===== src/rtl/seg7_pkg.sv =====
// Shared definitions for the seven-segment reader: legal segment patterns,
// the blank pattern and the acceptance FSM state encoding.
// Segment bit order is bit0=a .. bit6=g, active high.
package seg7_pkg;

  localparam logic [6:0] SEG_0     = 7'h3F;
  localparam logic [6:0] SEG_1     = 7'h06;
  localparam logic [6:0] SEG_2     = 7'h5B;
  localparam logic [6:0] SEG_3     = 7'h4F;
  localparam logic [6:0] SEG_4     = 7'h66;
  localparam logic [6:0] SEG_5     = 7'h6D;
  localparam logic [6:0] SEG_6     = 7'h7D;
  localparam logic [6:0] SEG_7     = 7'h07;
  localparam logic [6:0] SEG_8     = 7'h7F;
  localparam logic [6:0] SEG_9     = 7'h6F;
  localparam logic [6:0] SEG_BLANK = 7'h00;

  typedef enum logic [1:0] {
    NONE  = 2'd0,
    DIGIT = 2'd1,
    BLANK = 2'd2,
    BAD   = 2'd3
  } seg7_state_t;

endpackage


===== src/rtl/seg7_pattern_decode.sv =====
// Purpose: classify a 7-bit segment pattern as digit / blank / bad.
// Latency: combinational, zero cycles.
// Backpressure: none, pure lookup.
// Ports: pat (segment pattern in), is_digit, is_blank, digit_val (0..9, 0 when not a digit).
module seg7_pattern_decode
  import seg7_pkg::*;
(
  input  logic [6:0] pat,
  output logic       is_digit,
  output logic       is_blank,
  output logic [3:0] digit_val
);

  always_comb begin
    is_digit  = 1'b1;
    is_blank  = 1'b0;
    digit_val = 4'd0;
    case (pat)
      SEG_0:     digit_val = 4'd0;
      SEG_1:     digit_val = 4'd1;
      SEG_2:     digit_val = 4'd2;
      SEG_3:     digit_val = 4'd3;
      SEG_4:     digit_val = 4'd4;
      SEG_5:     digit_val = 4'd5;
      SEG_6:     digit_val = 4'd6;
      SEG_7:     digit_val = 4'd7;
      SEG_8:     digit_val = 4'd8;
      SEG_9:     digit_val = 4'd9;
      SEG_BLANK: begin
        is_digit = 1'b0;
        is_blank = 1'b1;
      end
      default:   is_digit = 1'b0;
    endcase
  end

endmodule


===== src/rtl/seven_segment_reader.sv =====
// Purpose: debounce a seven-segment pattern, decode it, time digit changes, flag broken counting.
// Latency: accepted on the STABLE_CYCLES-th consecutive identical sample; outputs registered at that edge.
// Backpressure: none; seg_in is sampled every cycle, shorter glitches are silently discarded.
// Ports: clk, rst (async, active high), seg_in[6:0]; outputs digit, digit_valid, blank,
//        bad_pattern, changed (1-cycle pulse), interval[CNT_W-1:0], step_err (sticky).
module seven_segment_reader
  import seg7_pkg::*;
#(
  parameter int STABLE_CYCLES = 4,
  parameter int CNT_W         = 16
) (
  input  logic             clk,
  input  logic             rst,
  input  logic [6:0]       seg_in,
  output logic [3:0]       digit,
  output logic             digit_valid,
  output logic             blank,
  output logic             bad_pattern,
  output logic             changed,
  output logic [CNT_W-1:0] interval,
  output logic             step_err
);

  localparam logic [3:0] CNT_MAX    = 4'(STABLE_CYCLES);
  localparam logic [3:0] CNT_ACCEPT = 4'(STABLE_CYCLES - 1);
  localparam logic [CNT_W-1:0] SAT  = {CNT_W{1'b1}};

  seg7_state_t      state;
  logic [6:0]       cand;
  logic [3:0]       cnt;
  logic [6:0]       acc_pat;   // pattern currently accepted; meaningless in NONE
  logic [CNT_W-1:0] gap;
  logic             seen_chg;  // first change since reset leaves interval at 0

  logic       dec_is_digit;
  logic       dec_is_blank;
  logic [3:0] dec_digit;

  seg7_pattern_decode u_decode (
    .pat       (seg_in),
    .is_digit  (dec_is_digit),
    .is_blank  (dec_is_blank),
    .digit_val (dec_digit)
  );

  logic       accept;
  logic       new_accept;
  logic       new_digit;
  logic [3:0] next_digit;

  // Acceptance fires exactly once per stable run because cnt saturates past it.
  assign accept     = (seg_in == cand) && (cnt == CNT_ACCEPT);
  // Re-accepting the pattern already shown (e.g. after a short glitch) is a no-op.
  assign new_accept = accept && !((state != NONE) && (seg_in == acc_pat));
  assign new_digit  = new_accept && dec_is_digit;
  assign next_digit = (digit == 4'd9) ? 4'd0 : digit + 4'd1;

  always_ff @(posedge clk or posedge rst) begin
    if (rst) begin
      state       <= NONE;
      cand        <= 7'd0;
      cnt         <= 4'd0;
      acc_pat     <= 7'd0;
      gap         <= '0;
      seen_chg    <= 1'b0;
      digit       <= 4'd0;
      digit_valid <= 1'b0;
      blank       <= 1'b0;
      bad_pattern <= 1'b0;
      changed     <= 1'b0;
      interval    <= '0;
      step_err    <= 1'b0;
    end else begin
      changed <= 1'b0;

      if (seg_in != cand) begin
        cand <= seg_in;
        cnt  <= 4'd1;
      end else if (cnt != CNT_MAX) begin
        cnt <= cnt + 4'd1;
      end

      if (new_digit)
        gap <= '0;
      else if (gap != SAT)
        gap <= gap + 1'b1;

      if (new_accept) begin
        acc_pat <= seg_in;
        if (dec_is_digit) begin
          state       <= DIGIT;
          digit       <= dec_digit;
          digit_valid <= 1'b1;
          blank       <= 1'b0;
          bad_pattern <= 1'b0;
          changed     <= 1'b1;
          seen_chg    <= 1'b1;
          if (seen_chg)
            interval <= (gap == SAT) ? SAT : gap + 1'b1;
          // Only a direct digit-to-digit step is judged; passing through blank/bad resets the chain.
          if (state == DIGIT && dec_digit != next_digit)
            step_err <= 1'b1;
        end else if (dec_is_blank) begin
          state       <= BLANK;
          digit_valid <= 1'b0;
          blank       <= 1'b1;
          bad_pattern <= 1'b0;
        end else begin
          state       <= BAD;
          digit_valid <= 1'b0;
          blank       <= 1'b0;
          bad_pattern <= 1'b1;
        end
      end
    end
  end

endmodule


===== config.mk =====
export PLATFORM = sky130hd
export DESIGN_NAME = seven_segment_reader
export DESIGN_NICKNAME = d
export VERILOG_FILES = /design/src/rtl/seg7_pkg.sv /design/src/rtl/seg7_pattern_decode.sv /design/src/rtl/seven_segment_reader.sv
export SDC_FILE = /design/constraint.sdc
export NUM_CORES = 1
export LEC_CHECK = 0
export ABC_AREA = 0
export BUFFER_PORTS_ARGS = -buffer_cell sky130_fd_sc_hd__buf_2
export CAP_MARGIN = 20
export CORE_MARGIN = 1.5
export CORE_UTILIZATION = 25
export CTS_CLUSTER_DIAMETER = 150
export DETAILED_ROUTE_END_ITERATION = 10
export PLACE_DENSITY = 0.43
export SLEW_MARGIN = 30
export SYNTH_ARGS = -nofsm -noshare
export SYNTH_HDL_FRONTEND = slang
export SYNTH_SLANG_ARGS = --single-unit

===== constraint.sdc =====
create_clock -name clk -period 2.4 [get_ports clk]
set_input_delay 0 -clock clk [delete_from_list [all_inputs] [get_ports clk]]
set_output_delay 0 -clock clk [all_outputs]
set_load 0.05 [all_outputs]

Word level (Yosys, flattened, before mapping) --
Index checks and enable logic that the tools add are counted.
Storage, ports and cells: register bits 62, input bits 9, output and inout bits 25, word-level logic and storage cells 67
Cells by class: add/subtract/negate cells 3, equal/unequal tests 20, mux-type cells 17, reduce and logical (&&, ||, !) cells 14
Operator list (count):
- $eq A7 B7 Y1 const B | 7
- $mux W16 | 3
- $pmux W4 S9 | 1
- $add A16 B1 Y16 const B | 1
- $eq A16 B16 Y1 const B | 1
- $ne A16 B16 Y1 const B | 1
- $eq A7 B3 Y1 const B | 2
- $eq A7 B7 Y1 | 2
- $mux W4 | 3
- $reduce_or A10 Y1 | 1
- $mux W1 | 9
- $add A4 B1 Y4 const B | 2
- $eq A7 B6 Y1 const B | 1
- $logic_not A7 Y1 | 1
- $ne A7 B7 Y1 | 1
- $reduce_and A3 Y1 | 2
- $reduce_bool A2 Y1 | 3
- $logic_and A1 B1 Y1 | 5
- $eq A4 B2 Y1 const B | 1
- $eq A4 B4 Y1 const B | 1
- $ne A4 B3 Y1 const B | 1
- $ne A4 B4 Y1 | 1
- $eq A2 B1 Y1 const B | 1
- $mux W2 | 1
- other kinds (2) | 2

Longest topological paths before layout --
Gate-level depths: netlist of run 1.
depth after elaboration 6, mapped depth 7, gate-level depth less buffers 6

Hierarchy --
Synthesis of run 1 repeated with hierarchy kept, for this count alone.
Unflattened totals: cells, all modules 288, area total of the unflattened synthesis 3193.1 sq um
Modules (own cells, without submodules):
- seven_segment_reader | times used 1, cells an instance 252, area each 2965.3 sq um, seq. area each 1551.5 sq um
- seg7_pattern_decode | times used 1, cells an instance 36, area each 227.7 sq um, seq. area each 0.0 sq um

Worst setup path after synthesis of run 1 --
No wires, ideal clock.
path type reg-to-reg, start register cand[4], end register interval[0], library setup time 0.125 ns, data arrival time 1.808 ns, data required time 2.275 ns, path slack 0.467 ns, stages on the path, launching flop included 8, buffers on the path 2, period minus slack after synthesis 1.933 ns, cells stage by stage dfrtp_1 > xor2_1 > nor4_2 > and4_1 > buf_4 > o2111ai_4 > buf_6 > mux2_4
On the way: longest elaborated chain between the ends 4
RTL lines:
- from (decl) | line seven_segment_reader.sv:29 | logic [6:0] cand;
- from (signal assigned) | line seven_segment_reader.sv:77 | cand <= seg_in;
- $eq A7 B7 Y1 | line seven_segment_reader.sv:52 | assign accept = (seg_in == cand) && (cnt == CNT_ACCEPT);
- $logic_and A1 B1 Y1 | line seven_segment_reader.sv:52
- $logic_and A1 B1 Y1 | line seven_segment_reader.sv:54 | assign new_accept = accept && !((state != NONE) && (seg_in == acc_pat));
- $reduce_and A3 Y1 (no line)
- to (signal assigned) | line seven_segment_reader.sv:99 | interval <= (gap == SAT) ? SAT : gap + 1'b1;
- to (decl) | line seven_segment_reader.sv:20 | output logic [CNT_W-1:0] interval,
Every way passes these cells. A chain may end at the register's enable or synchronous reset.

Final worst setup path of run 1 --
start input port seg_in[1], end register interval[10]
On the way: longest elaborated chain between the ends 5, elaborated cells on any way between the ends 19, classes of those cells eq/ne: 12; mux: 1; reduce/logical: 6
RTL lines:
- from (decl) | line seven_segment_reader.sv:14 | input logic [6:0] seg_in,
- branches (longest 4 deep; another with $reduce_or A10 Y1)
- $reduce_and A3 Y1 (no line) (*)
Mark *: on every way between the ends.

==> results.toml, run 1 <==
[outcome]
run_status = "finished, final reports clean"

[floorplan]
core_region_um2 = 12700
row_count = 41
chipHeight_um = 117
boundaryPins = 34
initial_utilization_pct = 25.7
design.die.area_um2 = 13800
dieWidth_um = 117

[yosys]
simple_logic_cell_fraction_of_the_synthesized_area_pct = 18.8
ys_ff_latch = 62
ys_top_cells_by_area = "sky130_fd_sc_hd__dfrtp_1 (47%), sky130_fd_sc_hd__mux2_4 (4.6%), sky130_fd_sc_hd__xor2_1 (4.5%), sky130_fd_sc_hd__mux2_2 (4.5%), sky130_fd_sc_hd__nand2_1 (2.5%)"
synth_edf_count = 0
yosys.area.top_type_share_pct = 47.4
post_synth_inst_count = 297
synthArstFlopShare_pct = 100
postSynth.topFlopCell = "sky130_fd_sc_hd__dfrtp_1"
synth.cell_area_um2 = 3280
syn-num-nets = 309
synth-adder-area-share_pct = 1.15
yosysUniqueCellTypes = 51
yosys-mux-area-fraction_pct = 11.5
synth.avg_cell_area_um2 = 11.0
synth_compound_gate_area_share_pct = 8.75
synth_warnings = 0
synth_xor_area_share_pct = 6.95
post-synth-top-area-cell = "sky130_fd_sc_hd__dfrtp_1"
seq_area_frac_synth_pct = 47.4
synth_top_family_by_area = "simple AND/OR/NAND/NOR gates"

[clocking]
tritoncts_num_sinks = 62
cts.repair_timing.setup_buffer_count = 0
cts-resized-gates = 0
tritoncts.num_buffers = 9
cts-root-buf = "sky130_fd_sc_hd__clkbuf_16"
clock_latency_ps = 330
clk_transition_reported_paths_ps = 50
cts_buffer_depth = 2
htree_num_levels = 3
cts_tree = "done"

[power]
power_per_cell_area_nw_per_um2 = 662
p_sw_w = 0.000629
leakage_nw = 1.91
internal_power_w = 0.00200
power_frac_clock_pct = 48.2
share_seq_of_total_power_pct = 42.9
peakVddDrop_uv = 278
switching_share_pct = 23.9
combPwrFrac_pct = 8.9

[sta]
timing.setup.tns_ps = 0
hold_violation_total_from_the_final_report = 0
max_slew.worst_pin.slew_ps = 667
finalCritPeriodShare_pct = 93.6
rsz0062_at_grt = "false"
max_freq_ghz = 0.445
slew_violations = 0
finClkSkew_ps = 5.81
finalCriticalPeriod_ps = 2250
hold_ws_ps = 36.5
timing.final.setup_violations = 0
worst_slew_margin_rel_pct = 55.5

[worst_hold_path]
hold_path.startpoint = "seg_in[0]"
holdCritPathClass = "in2reg"
hold-path-cell-count = 2
min_to = "cand[0]"

[route]
antenna_violating_nets_post_route = 0
vias_per_cell = 4.35
detailedRoute.firstPassIterationCount = 4
drt_iter0_drc = 96
remaining_drc_errors = 0
avgRoutedWirePerCell_um = 13.1
route.vias.total = 2242
routed_wirelength_mm = 6.76

[worst_setup_path]
crit_slowest_cell = "sky130_fd_sc_hd__o2111ai_4"
crit_arrival_ps = 2460
r2r_setup_slack_ps = 320
timing_worst_setup_path_type = "in2reg"
slowest_delay_ps = 590
timing.critical_path.from = "seg_in[1]"
worstSetupEndpointType = "flip-flop"
timing.critical_path.from_type = "input pin"
cp_data_required_time_ps = 2610
critical_path.reg2reg.endpoint = "interval[3]"
rr_startpoint = "cand[4]"
reg2regPathDepth = 5
cp_max_fo = 14
path_cells = "dlygate4sd3_1, buf_2, or3b_1, a21oi_1, o311a_2, o2111ai_4, mux2_2"

[global_route]
first_global_vias = 2311
global_route_wire_length_before_repair_mm = 11.9
antenna_found_initial = 0
grt-ovfl-total = 0
largest_net_degree_at_the_start_of_global_routing = 22
globalRouteTotalUtil_pct = 10.9

[layout]
antenna_cells_inserted = 0
multi_input_gate_area_um2 = 1540
storage_element_area_um2 = 1550
area.growth.synth_to_final_pct = 21.5
post_layout_cell_count = 515
fillers = 1364
design.final.nets = 351
fraction_of_layout_instances_using_a_drive_strength_above_1_pct = 27.7

[placed_design]
place_inst = 494
place.port_buffers = 33
gpl.final_weighted_congestion = 0.722
dpl.hpwl_mm = 4.86

[job]
cap_viol_max_count = 0
[cell type report]
cell class,count,area share [%]
Tap cell,172,5.41
Inverter,14,1.32
Multi-Input combinational cell,201,38.8
Timing Repair Buffer,51,8.24
Sequential cell,62,39.0
Clock buffer,11,6.10
Clock inverter,4,1.19
[what timing repair did]
action | 4_1_cts | 5_1_grt
hold buffers | 6 | 0
hold endpoints to repair | 23 | 0
setup endpoints to repair | 0 | 0
[power groups by stage]
stage | registers [W] | clock network [W] | logic, W
2_1_floorplan | 0.00117 | 0 | 0.000152
3_3_place_gp | 0.00115 | 0 | 0.000230
3_5_place_dp | 0.00115 | 0 | 0.000232
4_1_cts | 0.00113 | 0.00131 | 0.000239
5_1_grt | 0.00114 | 0.00136 | 0.000267
6_report | 0.00113 | 0.00127 | 0.000235
[critical path, delay by kind of cell]
family                 cells  cell delay, ps
AND/OR/NAND/NOR            1             210
buffers and inverters      2             740
AO/OA/AOI/OAI              3            1100
multiplexers               1             400
[logic make-up after synthesis]
| kind of cell | Yosys count |
|---|---|
| DFF | 62 |
| xor gates and xnor gates | 26 |
| and+or+nand+nor | 107 |
| muxes | 31 |
| AOI/OAI and AO/OA | 34 |
| buffers and inverters | 34 |
| adders and majority gates | 3 |
[metrics by stage]
stage          setup WS (ps)  total power, W  instance area (µm²)  utilization, %
2_1_floorplan            467         0.00132                 3280               -
3_3_place_gp             316         0.00138                 3630            28.5
3_5_place_dp             285         0.00138                 3630            28.5
4_1_cts                  131         0.00268                 3980            31.3
5_1_grt                 25.4         0.00276                 3980            31.3
6_report                 153         0.00263                 3980            31.3
[worst max-delay path by stage]
stage | endpoint | slack, ps | cells after the start
global placement | interval[3] | 320 | 5
floorplan | interval[0] | 470 | 7
detailed placement | interval[3] | 280 | 5
global route | interval[13] | 30 | 8
finish | interval[10] | 150 | 7
CTS | interval[7] | 130 | 7
[state kept, by name, indices dropped and copies added (netlist names), 2 cells and up]
| signal | cells |
|---|---|
| acc_pat | 7 |
| digit | 4 |
| interval | 16 |
| gap | 16 |
| state | 2 |
| cand | 7 |
| cnt | 4 |
[per-layer routing]
metal,up-vias,GRT usage [%],wire (µm)
met4,0,4.50,107
met3,12,3.54,242
met2,38,17.3,3230
li1,1107,-,-
met5,-,0,0
met1,1085,13.8,3190
[synthesized netlist by cell type (all sizes together), types with 2 or more instances]
cell type   n
mux2i       8
dfrtp      62
clkbuf     10
a21o        2
mux2       23
inv        14
buf        10
nor4        4
and3        4
nand2      22
nand2b      7
xor2       17
nor4b       2
nor3        7
o2111ai     5
xnor2       9
o21a        3
nor2       10
and2       13
and3b       2
nor2b       8
o21ai       9
and4        2
nand3      16
a21oi       3
ha          3
nand4       6
o211a       2
o211ai      2
[layout by cell type, fill, tap and decap left out, types with 3 or more instances in the layout]
cell,count
sky130_fd_sc_hd__dfrtp_1,62
sky130_fd_sc_hd__buf_2,33
sky130_fd_sc_hd__nand2_1,22
sky130_fd_sc_hd__xor2_1,17
sky130_fd_sc_hd__nand3_1,15
sky130_fd_sc_hd__inv_1,13
sky130_fd_sc_hd__mux2_2,13
sky130_fd_sc_hd__and2_1,12
sky130_fd_sc_hd__buf_4,11
sky130_fd_sc_hd__nor2_1,10
sky130_fd_sc_hd__mux2_4,10
sky130_fd_sc_hd__o21ai_0,9
sky130_fd_sc_hd__xnor2_1,9
sky130_fd_sc_hd__clkbuf_16,9
sky130_fd_sc_hd__mux2i_1,8
sky130_fd_sc_hd__nor2b_1,8
sky130_fd_sc_hd__nand2b_1,7
sky130_fd_sc_hd__nor3_1,7
sky130_fd_sc_hd__nand4_1,6
sky130_fd_sc_hd__dlygate4sd3_1,6
sky130_fd_sc_hd__and3_1,4
sky130_fd_sc_hd__a21oi_1,3
sky130_fd_sc_hd__o21a_1,3
sky130_fd_sc_hd__o2111ai_1,3
sky130_fd_sc_hd__ha_1,3
(Power assumes the default switching activity.)
==> run 2, diff against run 1 <==
--- a/config.mk
+++ b/config.mk
@@ -8,11 +8,13 @@
 export ABC_AREA = 0
 export BUFFER_PORTS_ARGS = -buffer_cell sky130_fd_sc_hd__buf_2
 export CAP_MARGIN = 20
+export CELL_PAD_IN_SITES_DETAIL_PLACEMENT = 2
+export CELL_PAD_IN_SITES_GLOBAL_PLACEMENT = 2
 export CORE_MARGIN = 1.5
 export CORE_UTILIZATION = 25
 export CTS_CLUSTER_DIAMETER = 150
 export DETAILED_ROUTE_END_ITERATION = 10
-export PLACE_DENSITY = 0.43
+export PLACE_DENSITY = 0.58
 export SLEW_MARGIN = 30
 export SYNTH_ARGS = -nofsm -noshare
 export SYNTH_HDL_FRONTEND = slang
==> results.toml, run 2 (synthesis results as in run 1) <==
[outcome]
run_status = "finished, final reports clean"

[route]
vias_per_cell = 4.49
remaining_drc_errors = 0
routed_wirelength_mm = 7.54
avgRoutedWirePerCell_um = 14.6
antenna_violating_nets_post_route = 0
drt_iter0_drc = 28
route.vias.total = 2314
detailedRoute.firstPassIterationCount = 4

[worst_hold_path]
holdCritPathClass = "in2async"

[layout]
fraction_of_layout_instances_using_a_drive_strength_above_1_pct = 26.8
postLayoutCellArea_um2 = 4000
fillers = 1420
area.growth.synth_to_final_pct = 22.2
design.final.nets = 350
final_cell_mix = "sky130_fd_sc_hd__dfrtp_1 (62), sky130_fd_sc_hd__buf_2 (33), sky130_fd_sc_hd__nand2_1 (22)"
antenna_cells_inserted = 0
top_regs = "gap (16), interval (16)"
most_common_cell_after_layout_fill_and_taps_aside = "sky130_fd_sc_hd__dfrtp_1"

[placed_design]
setup_slack_after_placement_ps = 283
placement.cell_area_um2 = 3610
gpl.final_weighted_congestion = 0.690
place.port_buffers = 33
dpl.hpwl_mm = 5.30

[sta]
final_critical_path_setup_slack_ps = 220
slew_violations = 0
hold_violation_total_from_the_final_report = 0
timing.setup.tns_ps = 0
hold_ws_ps = 283
max_freq_ghz = 0.459
finalCritPeriodShare_pct = 90.8
worst_slew_margin_rel_pct = 75.4
timing.final.setup_violations = 0
finClkSkew_ps = 6.19
max_slew.worst_pin.slew_ps = 368
rsz0062_at_grt = "false"
finalCriticalPeriod_ps = 2180

[global_route]
globalRouteMet1Util_pct = 13.9
antenna_found_initial = 0
grt-ovfl-total = 0
global_route_wire_length_before_repair_mm = 12.9
first_global_vias = 2531
gr-usage-met2_pct = 20.4
grt_most_used_layer = "met2"
largest_net_degree_at_the_start_of_global_routing = 63
met3_track_utilization_from_global_routing_pct = 3.83
globalRouteTotalUtil_pct = 12.0

[job]
cap_viol_max_count = 0

[clocking]
cts_hold_repair.buffers = 8
tritoncts_num_sinks = 62
clk_transition_reported_paths_ps = 50
cts_tree = "done"
cts.repair_timing.setup_buffer_count = 0
tritoncts.num_buffers = 9
clock_latency_ps = 330
cts-resized-gates = 0
cts-root-buf = "sky130_fd_sc_hd__clkbuf_16"
cts_buffer_depth = 2
htree_num_levels = 3

[worst_setup_path]
cp_max_fo = 13
reg2regPathDepth = 6
timing_worst_setup_path_type = "in2reg"
worstSetupEndpointType = "flip-flop"
timing.critical_path.from_type = "input pin"
cp_data_required_time_ps = 2610
crit_arrival_ps = 2390

[floorplan]
design.die.area_um2 = 13800
boundaryPins = 34
core_region_um2 = 12700
dieWidth_um = 117
chipHeight_um = 117
initial_utilization_pct = 25.7
row_count = 41

[power]
peakVddDrop_uv = 386
leakage_nw = 1.92
power_per_cell_area_nw_per_um2 = 685
run 2: changes by cell type in the layout (fill, tap and decap cells not counted), sizes merged:
cell         previous run  this run
buf                    45        42
bufinv                  1         2
clkbuf                 11        12
clkinvlp                1         0
dlygate4sd3             6         8
run 2: final timing paths:
check,from,endpoint,slack (ps)
worst max register to register,cand[4],acc_pat[4],300
min in group clk,seg_in[6],cand[6],470
worst min register to register,interval[10],interval[10],500
max in group asynchronous,rst,digit[0],1830
worst max-delay path,seg_in[4],acc_pat[4],220
worst min-delay path,rst,changed,280
run 2: where the power goes:
group          internal, W  switching (W)  total, W
registers          0.00109      0.0000394   0.00113
logic            0.0000936       0.000145  0.000238
clock network     0.000933       0.000441   0.00137
total              0.00212       0.000626   0.00274
run 2: worst max-delay path: stages:
cell and delay, ps:
sky130_fd_sc_hd__dlygate4sd3_1 530, sky130_fd_sc_hd__buf_2 200, sky130_fd_sc_hd__xor2_1 190, sky130_fd_sc_hd__nor4_2 350, sky130_fd_sc_hd__and4_1 340, sky130_fd_sc_hd__buf_4 160
sky130_fd_sc_hd__and2_4 260, sky130_fd_sc_hd__mux2_2 360
run 2: final cells by class:
class	instances	area [µm²]	area share [%]
clock buffer	12	246	6.16
multi-input combinational	201	1540	38.5
tap	172	215	5.37
timing repair buffer	50	325	8.13
clock inverter	4	70.1	1.75
sequential	62	1550	38.8
inverter	14	52.6	1.31
run 2: metrics by stage:
step                      power, W  utilization (%)  cells
after floorplan            0.00132                -    297
after global placement     0.00138             28.4    491
after detailed placement   0.00138             28.4    491
after CTS                  0.00280             31.5    515
after global routing       0.00288             31.5    515
final                      0.00274             31.5    515
run 2: metal layers:
layer  vias up  share of wire [%]
met2        37                 49
met4         0                1.8
met5         -                  0
met1      1164                 45
li1       1105                  -
met3         8                3.6
==> run 3, diff against run 2 <==
--- a/config.mk
+++ b/config.mk
@@ -7,7 +7,7 @@
 export LEC_CHECK = 0
 export ABC_AREA = 0
 export BUFFER_PORTS_ARGS = -buffer_cell sky130_fd_sc_hd__buf_2
-export CAP_MARGIN = 20
+export CAP_MARGIN = 40
 export CELL_PAD_IN_SITES_DETAIL_PLACEMENT = 2
 export CELL_PAD_IN_SITES_GLOBAL_PLACEMENT = 2
 export CORE_MARGIN = 1.5
@@ -15,6 +15,7 @@
 export CTS_CLUSTER_DIAMETER = 150
 export DETAILED_ROUTE_END_ITERATION = 10
 export PLACE_DENSITY = 0.58
+export RECOVER_POWER = 25
 export SLEW_MARGIN = 30
 export SYNTH_ARGS = -nofsm -noshare
 export SYNTH_HDL_FRONTEND = slang
==> results.toml, run 3 (synthesis results as in run 1) <==
[power]
leakage_nw = 1.91
power_per_cell_area_nw_per_um2 = 686
peakVddDrop_uv = 385

[worst_setup_path]
worstSetupEndpointType = "flip-flop"
path_cells = "dlygate4sd3_1, buf_2, xor2_1, nor4_2, and4_1, buf_4, and2_4, mux2_2"
crit_arrival_ps = 2390
timing_worst_setup_path_type = "in2reg"
worst-path-stages = 8
worst-path-buf-inv = 3
cp_data_required_time_ps = 2610
cpLargestDelayFamily = "simple AND/OR/NAND/NOR gates"
timing.critical_path.from_type = "input pin"
slowest_delay_ps = 530
crit_slowest_cell = "sky130_fd_sc_hd__dlygate4sd3_1"
reg2regPathDepth = 6
cp_max_fo = 13

[clocking]
cts_hold_repair.buffers = 8
cts-resized-gates = 0
clk_transition_reported_paths_ps = 50
cts_tree = "done"
cts.repair_timing.setup_buffer_count = 0
tritoncts.num_buffers = 9
cts_buffer_depth = 2
clock_latency_ps = 330
cts-root-buf = "sky130_fd_sc_hd__clkbuf_16"
tritoncts_num_sinks = 62
htree_num_levels = 3

[layout]
antenna_cells_inserted = 0
storage_element_area_um2 = 1550
fillers = 1421
postLayoutCellArea_um2 = 3990
design.final.nets = 350
area.growth.synth_to_final_pct = 21.8
post_layout_cell_count = 515
top_regs = "gap (16), interval (16)"
multi_input_gate_area_um2 = 1540
most_common_cell_after_layout_fill_and_taps_aside = "sky130_fd_sc_hd__dfrtp_1"
fraction_of_layout_instances_using_a_drive_strength_above_1_pct = 26.5
final_cell_mix = "sky130_fd_sc_hd__dfrtp_1 (62), sky130_fd_sc_hd__buf_2 (33), sky130_fd_sc_hd__nand2_1 (22)"

[outcome]
failed_checks = "max-capacitance violations, max-slew violations"
run_status = "finished with violations"

[sta]
max_freq_ghz = 0.459
timing.final.setup_violations = 0
finalCriticalPeriod_ps = 2180
finalCritPeriodShare_pct = 90.9
rsz0062_at_grt = "false"
max_slew.worst_pin.slew_ps = 1570
slew_violations = 63
timing.setup.tns_ps = 0
finClkSkew_ps = 6.39
worst_slew_margin_rel_pct = -4.91
hold_ws_ps = 465
hold_violation_total_from_the_final_report = 0

[worst_hold_path]
hold-path-cell-count = 2
holdCritPathClass = "in2reg"

[global_route]
largest_net_degree_at_the_start_of_global_routing = 63
global_route_wire_length_before_repair_mm = 12.9
globalRouteTotalUtil_pct = 12.0
first_global_vias = 2531
antenna_found_initial = 0
grt-ovfl-total = 0

[job]
cap_viol_max_count = 1

[placed_design]
dpl.hpwl_mm = 5.30
place_inst = 491
place.port_buffers = 33
placement.cell_area_um2 = 3610
gpl.final_weighted_congestion = 0.690

[route]
detailedRoute.firstPassIterationCount = 4
remaining_drc_errors = 0
avgRoutedWirePerCell_um = 14.7
drt_iter0_drc = 29
antenna_violating_nets_post_route = 0
routed_wirelength_mm = 7.55
route.vias.total = 2317
vias_per_cell = 4.50

[floorplan]
core_region_um2 = 12700
initial_utilization_pct = 25.7
design.die.area_um2 = 13800
chipHeight_um = 117
dieWidth_um = 117
row_count = 41
boundaryPins = 34
-- run 3: changes by cell type in the layout (fill, tap and decap cells not counted) --
cell,previous run,this run
sky130_fd_sc_hd__inv_1,13,14
sky130_fd_sc_hd__inv_2,1,0
sky130_fd_sc_hd__buf_12,1,0
sky130_fd_sc_hd__clkbuf_2,0,1
-- run 3: path summary, 6_finish.rpt --
| kind | slack, ps | end | from |
|---|---|---|---|
| min | 470 | cand[6] | seg_in[6] |
| min reg2reg | 500 | interval[10] | interval[10] |
| max in group asynchronous | 690 | digit[0] | rst |
| min in group asynchronous | 760 | digit_valid | rst |
| max | 220 | acc_pat[4] | seg_in[4] |
| max reg2reg | 300 | acc_pat[4] | cand[4] |
-- run 3: stage by stage --
step,worst slack [ps],total power (W),util [%]
after floorplan,467,0.00132,-
after detailed placement,283,0.00138,28.4
after global routing,72.0,0.00288,31.4
after global placement,351,0.00138,28.4
after CTS,212,0.00280,31.5
final,219,0.00274,31.4
-- run 3: layer usage --
metal	track usage (%)	part of all wire, %	vias to the layer above
li1	-	-	1104
met1	13.9	45	1166
met2	20.4	50	39
met3	3.83	3.6	8
met4	5.26	1.8	0
met5	0	0	-
-- run 3: where the power goes --
part | total (W) | switching (W) | internal [W]
clock network | 0.00137 | 0.000440 | 0.000933
registers | 0.00113 | 0.0000396 | 0.00109
logic | 0.000234 | 0.000144 | 0.0000905
-- run 3: worst reg2reg max path: stages (launching register included) --
cell and delay [ps]:
sky130_fd_sc_hd__dfrtp_1 370, sky130_fd_sc_hd__xor2_1 150, sky130_fd_sc_hd__nor4_2 350, sky130_fd_sc_hd__and4_1 340, sky130_fd_sc_hd__buf_4 160, sky130_fd_sc_hd__and2_4 260, sky130_fd_sc_hd__mux2_2 360
-- run 3: area by class of cell --
cell class / instances / area share, %
Sequential cell: 62 / 38.9
Clock inverter: 4 / 1.76
Multi-Input combinational cell: 201 / 38.7
Tap cell: 172 / 5.40
Inverter: 14 / 1.32
Timing Repair Buffer: 50 / 7.78
Clock buffer: 12 / 6.18
